--- config.mk ---
export PLATFORM = sky130hd
export DESIGN_NAME = oldest2_issue_queue_flat
export DESIGN_NICKNAME = d
export VERILOG_FILES = /design/src/rtl/oldest2_issue_queue_if.sv /design/src/rtl/oldest2_issue_queue.sv /design/src/flat_wrapper.sv
export SDC_FILE = /design/constraint.sdc
export NUM_CORES = 1
export LEC_CHECK = 0
export BUFFER_PORTS_ARGS = -buffer_cell sky130_fd_sc_hd__buf_4
export CAP_MARGIN = 5
export CELL_PAD_IN_SITES_DETAIL_PLACEMENT = 1
export CELL_PAD_IN_SITES_GLOBAL_PLACEMENT = 1
export CORE_MARGIN = 5
export CORE_UTILIZATION = 44
export DETAILED_ROUTE_END_ITERATION = 12
export GPL_TIMING_DRIVEN = 0
export PLACE_DENSITY = 0.76
export SLEW_MARGIN = 0
export SYNTH_ARGS = -nofsm -noshare
export SYNTH_HDL_FRONTEND = slang
export SYNTH_SLANG_ARGS = --single-unit
--- constraint.sdc ---
create_clock -name clk -period 11.5 [get_ports clk]
set_clock_uncertainty 0.15 [all_clocks]
set_input_delay 1.725 -clock clk [delete_from_list [all_inputs] [get_ports clk]]
set_output_delay 1.725 -clock clk [all_outputs]
set_load 0.02 [all_outputs]
--- src/rtl/oldest2_issue_queue_if.sv ---
// Handshake bundle between the issue queue and its neighbours (enqueue, wakeup,
// arbiter request/grant, issue ports). The queue takes the slave modport.
interface oldest2_issue_queue_if #(
    parameter int DEPTH      = 8,
    parameter int PTR_WIDTH  = 3,
    parameter int DATA_WIDTH = 32,
    parameter int TAG_WIDTH  = 6
);
    logic                  flush_i;
    logic                  enq_valid_i;
    logic                  enq_ready_o;
    logic [DATA_WIDTH-1:0] enq_data_i;
    logic                  enq_src_rdy_i;
    logic [TAG_WIDTH-1:0]  enq_src_tag_i;
    logic                  wake_valid_i;
    logic [TAG_WIDTH-1:0]  wake_tag_i;
    logic [DEPTH-1:0]      arb_req_o;
    logic [PTR_WIDTH-1:0]  arb_head_o;
    logic                  grant_first_valid_i;
    logic [PTR_WIDTH-1:0]  grant_first_index_i;
    logic                  grant_second_valid_i;
    logic [PTR_WIDTH-1:0]  grant_second_index_i;
    logic                  issue_ready_i;
    logic                  issue0_valid_o;
    logic [DATA_WIDTH-1:0] issue0_data_o;
    logic                  issue1_valid_o;
    logic [DATA_WIDTH-1:0] issue1_data_o;
    logic [PTR_WIDTH:0]    count_o;

    modport slave (
        input  flush_i, enq_valid_i, enq_data_i, enq_src_rdy_i, enq_src_tag_i,
               wake_valid_i, wake_tag_i, grant_first_valid_i, grant_first_index_i,
               grant_second_valid_i, grant_second_index_i, issue_ready_i,
        output enq_ready_o, arb_req_o, arb_head_o, issue0_valid_o, issue0_data_o,
               issue1_valid_o, issue1_data_o, count_o
    );

    modport master (
        output flush_i, enq_valid_i, enq_data_i, enq_src_rdy_i, enq_src_tag_i,
               wake_valid_i, wake_tag_i, grant_first_valid_i, grant_first_index_i,
               grant_second_valid_i, grant_second_index_i, issue_ready_i,
        input  enq_ready_o, arb_req_o, arb_head_o, issue0_valid_o, issue0_data_o,
               issue1_valid_o, issue1_data_o, count_o
    );
endinterface

--- src/rtl/oldest2_issue_queue.sv ---
// Circular in-order-allocated 2-issue queue feeding the oldest-2 arbiter; entries
// wake on tag broadcast, issue out of order, and the head skips issued holes.
module oldest2_issue_queue #(
    parameter int DEPTH      = 8,
    parameter int PTR_WIDTH  = 3,
    parameter int DATA_WIDTH = 32,
    parameter int TAG_WIDTH  = 6
) (
    input  logic                  clk,
    input  logic                  rst,
    oldest2_issue_queue_if.slave  io
);
    logic [DEPTH-1:0]                 valid_q, valid_d;
    logic [DEPTH-1:0]                 rdy_q, rdy_d;
    logic [DEPTH-1:0][TAG_WIDTH-1:0]  tag_q, tag_d;
    logic [DEPTH-1:0][DATA_WIDTH-1:0] data_q, data_d;
    logic [PTR_WIDTH:0]               head_q, head_d;
    logic [PTR_WIDTH:0]               tail_q, tail_d;

    logic [PTR_WIDTH:0]   count;
    logic                 enq_fire, fire0, fire1;
    logic [DEPTH-1:0]     arb_req, valid_post;
    logic [PTR_WIDTH:0]   head_step;
    logic [PTR_WIDTH-1:0] tail_slot;

    always_comb begin
        count     = tail_q - head_q;
        arb_req   = valid_q & rdy_q;
        tail_slot = tail_q[PTR_WIDTH-1:0];

        io.count_o        = count;
        io.enq_ready_o    = (count != (PTR_WIDTH+1)'(DEPTH));
        io.arb_req_o      = arb_req;
        io.arb_head_o     = head_q[PTR_WIDTH-1:0];
        io.issue0_valid_o = io.grant_first_valid_i & arb_req[io.grant_first_index_i];
        io.issue0_data_o  = data_q[io.grant_first_index_i];
        io.issue1_valid_o = io.grant_second_valid_i & arb_req[io.grant_second_index_i];
        io.issue1_data_o  = data_q[io.grant_second_index_i];

        fire0    = io.issue0_valid_o & io.issue_ready_i;
        fire1    = io.issue1_valid_o & io.issue_ready_i;
        enq_fire = io.enq_valid_i & io.enq_ready_o & ~io.flush_i;

        valid_d = valid_q;
        rdy_d   = rdy_q;
        tag_d   = tag_q;
        data_d  = data_q;
        tail_d  = tail_q;

        for (int i = 0; i < DEPTH; i++) begin
            if (io.wake_valid_i && valid_q[i] && !rdy_q[i] && tag_q[i] == io.wake_tag_i)
                rdy_d[i] = 1'b1;
        end

        // Dequeue after wakeup so an entry woken and issued together ends up cleared.
        if (fire0) begin
            valid_d[io.grant_first_index_i] = 1'b0;
            rdy_d[io.grant_first_index_i]   = 1'b0;
        end
        if (fire1) begin
            valid_d[io.grant_second_index_i] = 1'b0;
            rdy_d[io.grant_second_index_i]   = 1'b0;
        end
        valid_post = valid_d;

        if (enq_fire) begin
            valid_d[tail_slot] = 1'b1;
            rdy_d[tail_slot]   = io.enq_src_rdy_i |
                                 (io.wake_valid_i & (io.wake_tag_i == io.enq_src_tag_i));
            tag_d[tail_slot]   = io.enq_src_tag_i;
            data_d[tail_slot]  = io.enq_data_i;
            tail_d             = tail_q + 1'b1;
        end

        // Comparing against the pre-enqueue tail keeps the head off a freshly written slot.
        head_step = head_q;
        if (!valid_post[head_q[PTR_WIDTH-1:0]] && head_q != tail_q) begin
            head_step = head_q + 1'b1;
            if (!valid_post[head_step[PTR_WIDTH-1:0]] && head_step != tail_q)
                head_step = head_step + 1'b1;
        end
        head_d = head_step;

        if (io.flush_i) begin
            valid_d = '0;
            rdy_d   = '0;
            head_d  = '0;
            tail_d  = '0;
        end
    end

    always_ff @(posedge clk or posedge rst) begin
        if (rst) begin
            valid_q <= '0;
            rdy_q   <= '0;
            tag_q   <= '0;
            data_q  <= '0;
            head_q  <= '0;
            tail_q  <= '0;
        end else begin
            valid_q <= valid_d;
            rdy_q   <= rdy_d;
            tag_q   <= tag_d;
            data_q  <= data_d;
            head_q  <= head_d;
            tail_q  <= tail_d;
        end
    end
endmodule

--- src/flat_wrapper.sv ---
// flat-port wrapper written by rule: the top's interface ports become plain ports
module oldest2_issue_queue_flat 
#(
    parameter int DEPTH      = 8,
    parameter int PTR_WIDTH  = 3,
    parameter int DATA_WIDTH = 32,
    parameter int TAG_WIDTH  = 6
)
  (clk, rst, io_flush_i, io_enq_valid_i, io_enq_data_i, io_enq_src_rdy_i, io_enq_src_tag_i, io_wake_valid_i, io_wake_tag_i, io_grant_first_valid_i, io_grant_first_index_i, io_grant_second_valid_i, io_grant_second_index_i, io_issue_ready_i, io_enq_ready_o, io_arb_req_o, io_arb_head_o, io_issue0_valid_o, io_issue0_data_o, io_issue1_valid_o, io_issue1_data_o, io_count_o);
  oldest2_issue_queue_if #(.DEPTH(DEPTH), .PTR_WIDTH(PTR_WIDTH), .DATA_WIDTH(DATA_WIDTH), .TAG_WIDTH(TAG_WIDTH)) io_i ();
  input  logic clk;
  input  logic rst;
  input wire logic [$bits(io_i.flush_i)-1:0] io_flush_i;
  input wire logic [$bits(io_i.enq_valid_i)-1:0] io_enq_valid_i;
  input wire logic [$bits(io_i.enq_data_i)-1:0] io_enq_data_i;
  input wire logic [$bits(io_i.enq_src_rdy_i)-1:0] io_enq_src_rdy_i;
  input wire logic [$bits(io_i.enq_src_tag_i)-1:0] io_enq_src_tag_i;
  input wire logic [$bits(io_i.wake_valid_i)-1:0] io_wake_valid_i;
  input wire logic [$bits(io_i.wake_tag_i)-1:0] io_wake_tag_i;
  input wire logic [$bits(io_i.grant_first_valid_i)-1:0] io_grant_first_valid_i;
  input wire logic [$bits(io_i.grant_first_index_i)-1:0] io_grant_first_index_i;
  input wire logic [$bits(io_i.grant_second_valid_i)-1:0] io_grant_second_valid_i;
  input wire logic [$bits(io_i.grant_second_index_i)-1:0] io_grant_second_index_i;
  input wire logic [$bits(io_i.issue_ready_i)-1:0] io_issue_ready_i;
  output wire logic [$bits(io_i.enq_ready_o)-1:0] io_enq_ready_o;
  output wire logic [$bits(io_i.arb_req_o)-1:0] io_arb_req_o;
  output wire logic [$bits(io_i.arb_head_o)-1:0] io_arb_head_o;
  output wire logic [$bits(io_i.issue0_valid_o)-1:0] io_issue0_valid_o;
  output wire logic [$bits(io_i.issue0_data_o)-1:0] io_issue0_data_o;
  output wire logic [$bits(io_i.issue1_valid_o)-1:0] io_issue1_valid_o;
  output wire logic [$bits(io_i.issue1_data_o)-1:0] io_issue1_data_o;
  output wire logic [$bits(io_i.count_o)-1:0] io_count_o;
  assign io_i.flush_i = io_flush_i;
  assign io_i.enq_valid_i = io_enq_valid_i;
  assign io_i.enq_data_i = io_enq_data_i;
  assign io_i.enq_src_rdy_i = io_enq_src_rdy_i;
  assign io_i.enq_src_tag_i = io_enq_src_tag_i;
  assign io_i.wake_valid_i = io_wake_valid_i;
  assign io_i.wake_tag_i = io_wake_tag_i;
  assign io_i.grant_first_valid_i = io_grant_first_valid_i;
  assign io_i.grant_first_index_i = io_grant_first_index_i;
  assign io_i.grant_second_valid_i = io_grant_second_valid_i;
  assign io_i.grant_second_index_i = io_grant_second_index_i;
  assign io_i.issue_ready_i = io_issue_ready_i;
  assign io_enq_ready_o = io_i.enq_ready_o;
  assign io_arb_req_o = io_i.arb_req_o;
  assign io_arb_head_o = io_i.arb_head_o;
  assign io_issue0_valid_o = io_i.issue0_valid_o;
  assign io_issue0_data_o = io_i.issue0_data_o;
  assign io_issue1_valid_o = io_i.issue1_valid_o;
  assign io_issue1_data_o = io_i.issue1_data_o;
  assign io_count_o = io_i.count_o;
  oldest2_issue_queue #(.DEPTH(DEPTH), .PTR_WIDTH(PTR_WIDTH), .DATA_WIDTH(DATA_WIDTH), .TAG_WIDTH(TAG_WIDTH)) u_core (.clk(clk), .rst(rst), .io(io_i));
endmodule
==> reports/qor.csv <==
metric,value,unit
H-Tree Depth,2,
final worst slack,4.18,ns
initial antenna violation count,1,
outcome,completed,
largest net degree at the start of global routing,114,
Core Area,0.0374,sq mm
Final Hold Viols,0,
Max-slew headroom,20.0,%
Routed WL per cell,31.2,um
switch share,33.3,%
Mean Syn Cell Area,12.0,sq um
"Slew Viols, Final",0,
all-layer global routing usage,30.6,%
RSZ-0062 raised after global routing,no,
Initial Util,44.2,%
Yosys top cell area share,49.7,%
MaxCap Viol Count,0,
crit path DAT,5.45,ns
share of layout cells above drive strength 1,32.8,%
CP most frequent cell,buf_4,
CP max FO,10,
Routed Antenna Nets,0,
sequential-to-total area share from yosys stat,49.7,%
die area,0.0415,sq mm
DR vias/cell,6.64,
CTS root buffer,clkbuf_16,
register area,0.00821,sq mm
Cells after Synth,1375,
total global routing overflow,0,
FF-to-FF setup slack,6.72,ns
first-pass GRT wire length,95700,um
"commonest non-fill, non-tap cells in the layout","dfrtp_1, mux2_2, a22oi_1, buf_4, clkbuf_1",
NetSw,1.40,mW
Seq cells post-synth,328,
CP Buf/Inv Count,5,
Critical Path Max Stage Delay,0.99,ns
Post-synth top flop,dfrtp_1,
Nets,1609,
DR iter-0 viols,1448,
Crit. End Element,output pin,
crit-path leading delay family,buffers and inverters,
die width,204,um
maximum vdd drop,151,uV
final antenna diode count,0,
"EDFF count, synth",0,
Clock Power Share,31.0,%
Post-CTS Hold Fix Bufs,0,
TritonCTS Buffers,37,
FP Rows,71,
vias in the first global route,14500,
Num Clock Sinks,328,
Syn Nets,1441,
clock slew at reported path FFs,0.06,ns
Worst Tran Pin Value,1.20,ns
area of the multi-input gates,0.00776,sq mm
Synth area leader,dfrtp_1,
final worst path period need,7.32,ns
Combinational Power Share,28.0,%
Layout area overhead,18.1,%
Final setup viols,0,
CP Cell Sequence,buf_4 -> buf_2 -> nor3b_1 -> clkbuf_1 -> buf_1 -> a22oi_1 -> nand4_1 -> buf_4,
Via Count,13800,
kind of critical path,primary input to output pin,
Post-Syn Area,0.0165,sq mm
Internal,2.81,mW
Die Y,204,um
gp weighted congestion,0.945,
DRC,0,
Detail Placement HPWL,42000,um
CTS tree,yes,
First-pass DRT Iterations,6,
dpl ws,4.49,ns
Seq pwr share,41.1,%
post-CTS setup buffers,0,
slowest library cell on the worst path,nor3b_1,
final core utilization,52.2,%
Synth cell types,61,
Leak,8.77,nW
I/O pin count,141,
Worst Hold Class,flop to flop,
power per cell area,216,mW/mm^2
Worst setup SP type,primary input,
port bufs,126,
Ys Warns,0,
"top cells by area, synth","dfrtp_1, mux2_2, a22oi_1",
Fmax achieved,137,MHz
"commonest non-fill, non-tap cell in the layout",dfrtp_1,
final WL,64900,um
fin crit share,63.7,%
Clock Latency Late Sink,0.53,ns
CTS Buffer Depth,3,
WP data required,9.63,ns
Resize count post-CTS,0,
fillers,3879,
asr flop ratio synth,100,%
## state kept, by name, summed over array words and instances, names as in the netlist
register,cells
u_core.data_q,256
u_core.tag_q,48
u_core.rdy_q,8
u_core.valid_q,8
u_core.head_q,4
u_core.tail_q,4
## power groups by stage
stage / Clock, mW / Combinational [mW] / Sequential, mW
after detailed placement: 0 / 1.16 / 1.72
after global placement: 0 / 1.12 / 1.70
after global routing: 1.36 / 1.26 / 1.76
after floorplan: 0 / 0.802 / 1.64
after CTS: 1.31 / 1.18 / 1.71
final: 1.30 / 1.18 / 1.73
## worst register-to-register path, delay by kind of cell (launching register included)
| kind | cells | cell delay, ns |
|---|---|---|
| simple gates | 4 | 1.90 |
| mux | 1 | 0.43 |
| buf+inv | 2 | 0.89 |
| fa+ha+maj | 1 | 0.32 |
| flops | 1 | 0.53 |
| compound gates | 2 | 0.47 |
## routing by layer
metal	wire, um	share of wire, %	global-route usage (%)	vias to the layer above
met4	3600	5.5	15.6	2
met5	13	0.020	0	-
met3	5510	8.5	6.30	209
met2	30400	47	49.0	775
li1	-	-	-	5604
met1	25400	39	39.6	7234
## final timing paths
kind | end | cells past startpoint | from
min in group asynchronous | u_core.data_q[216] | 2 | rst
max in group asynchronous | u_core.valid_q[6] | 4 | rst
min | u_core.tag_q[33] | 1 | u_core.tag_q[33]
min reg2reg | u_core.tag_q[33] | 1 | u_core.tag_q[33]
max | io_issue0_data_o[0] | 8 | io_grant_first_index_i[0]
max reg2reg | u_core.data_q[79] | 10 | u_core.head_q[1]
## cell families after synthesis
| kind of cell | Yosys count | synth area share (%) |
|---|---|---|
| flip-flops | 328 | 49.7 |
| AO/OA/AOI/OAI | 319 | 14.5 |
| multiplexers | 317 | 21.7 |
| AND/OR/NAND/NOR | 194 | 6.68 |
| buffers and inverters | 145 | 3.41 |
| XOR/XNOR | 65 | 3.45 |
| adder cells (fa/ha/maj) | 7 | 0.576 |
## metrics by stage
step                power, mW  hold WS [ns]  TNS [ns]  cells  cell area [sq um]
global route             4.38         0.394         0   2083              19500
finish                   4.21         0.373         0   2083              19500
CTS                      4.20         0.378         0   2082              19500
detailed placement       2.89         0.365         0   2014              18200
floorplan                2.45         0.347         0   1375              16500
global placement         2.82         0.358  -1023.82   2012              18100
## cells in the mapped netlist, types with 4 or more instances
cell type,number
ha_1,6
a22o_1,10
mux2_2,305
mux2i_1,9
buf_1,24
and2_1,4
nand4_1,58
inv_1,28
o21ai_0,11
a31oi_1,6
nor2_1,19
nand3_1,35
nor4_1,5
nor3b_1,7
xor2_1,25
a21oi_1,14
a211oi_1,7
xnor2_1,40
nor2b_1,4
a221oi_1,12
dfrtp_1,328
nor3_1,11
and3_1,9
clkbuf_1,86
a22oi_1,230
buf_4,4
and3b_1,5
or3_1,5
nand2_1,19
## cell type report
type	count	area share, %
clock buffer	47	5.35
clock inverter	21	1.45
sequential	328	42.1
tap	511	3.28
multi-input combinational	902	39.8
inverter	28	0.577
buffer	117	2.35
timing repair buffer	129	5.17
No activity file was read; power rests on OpenSTA's default activity.
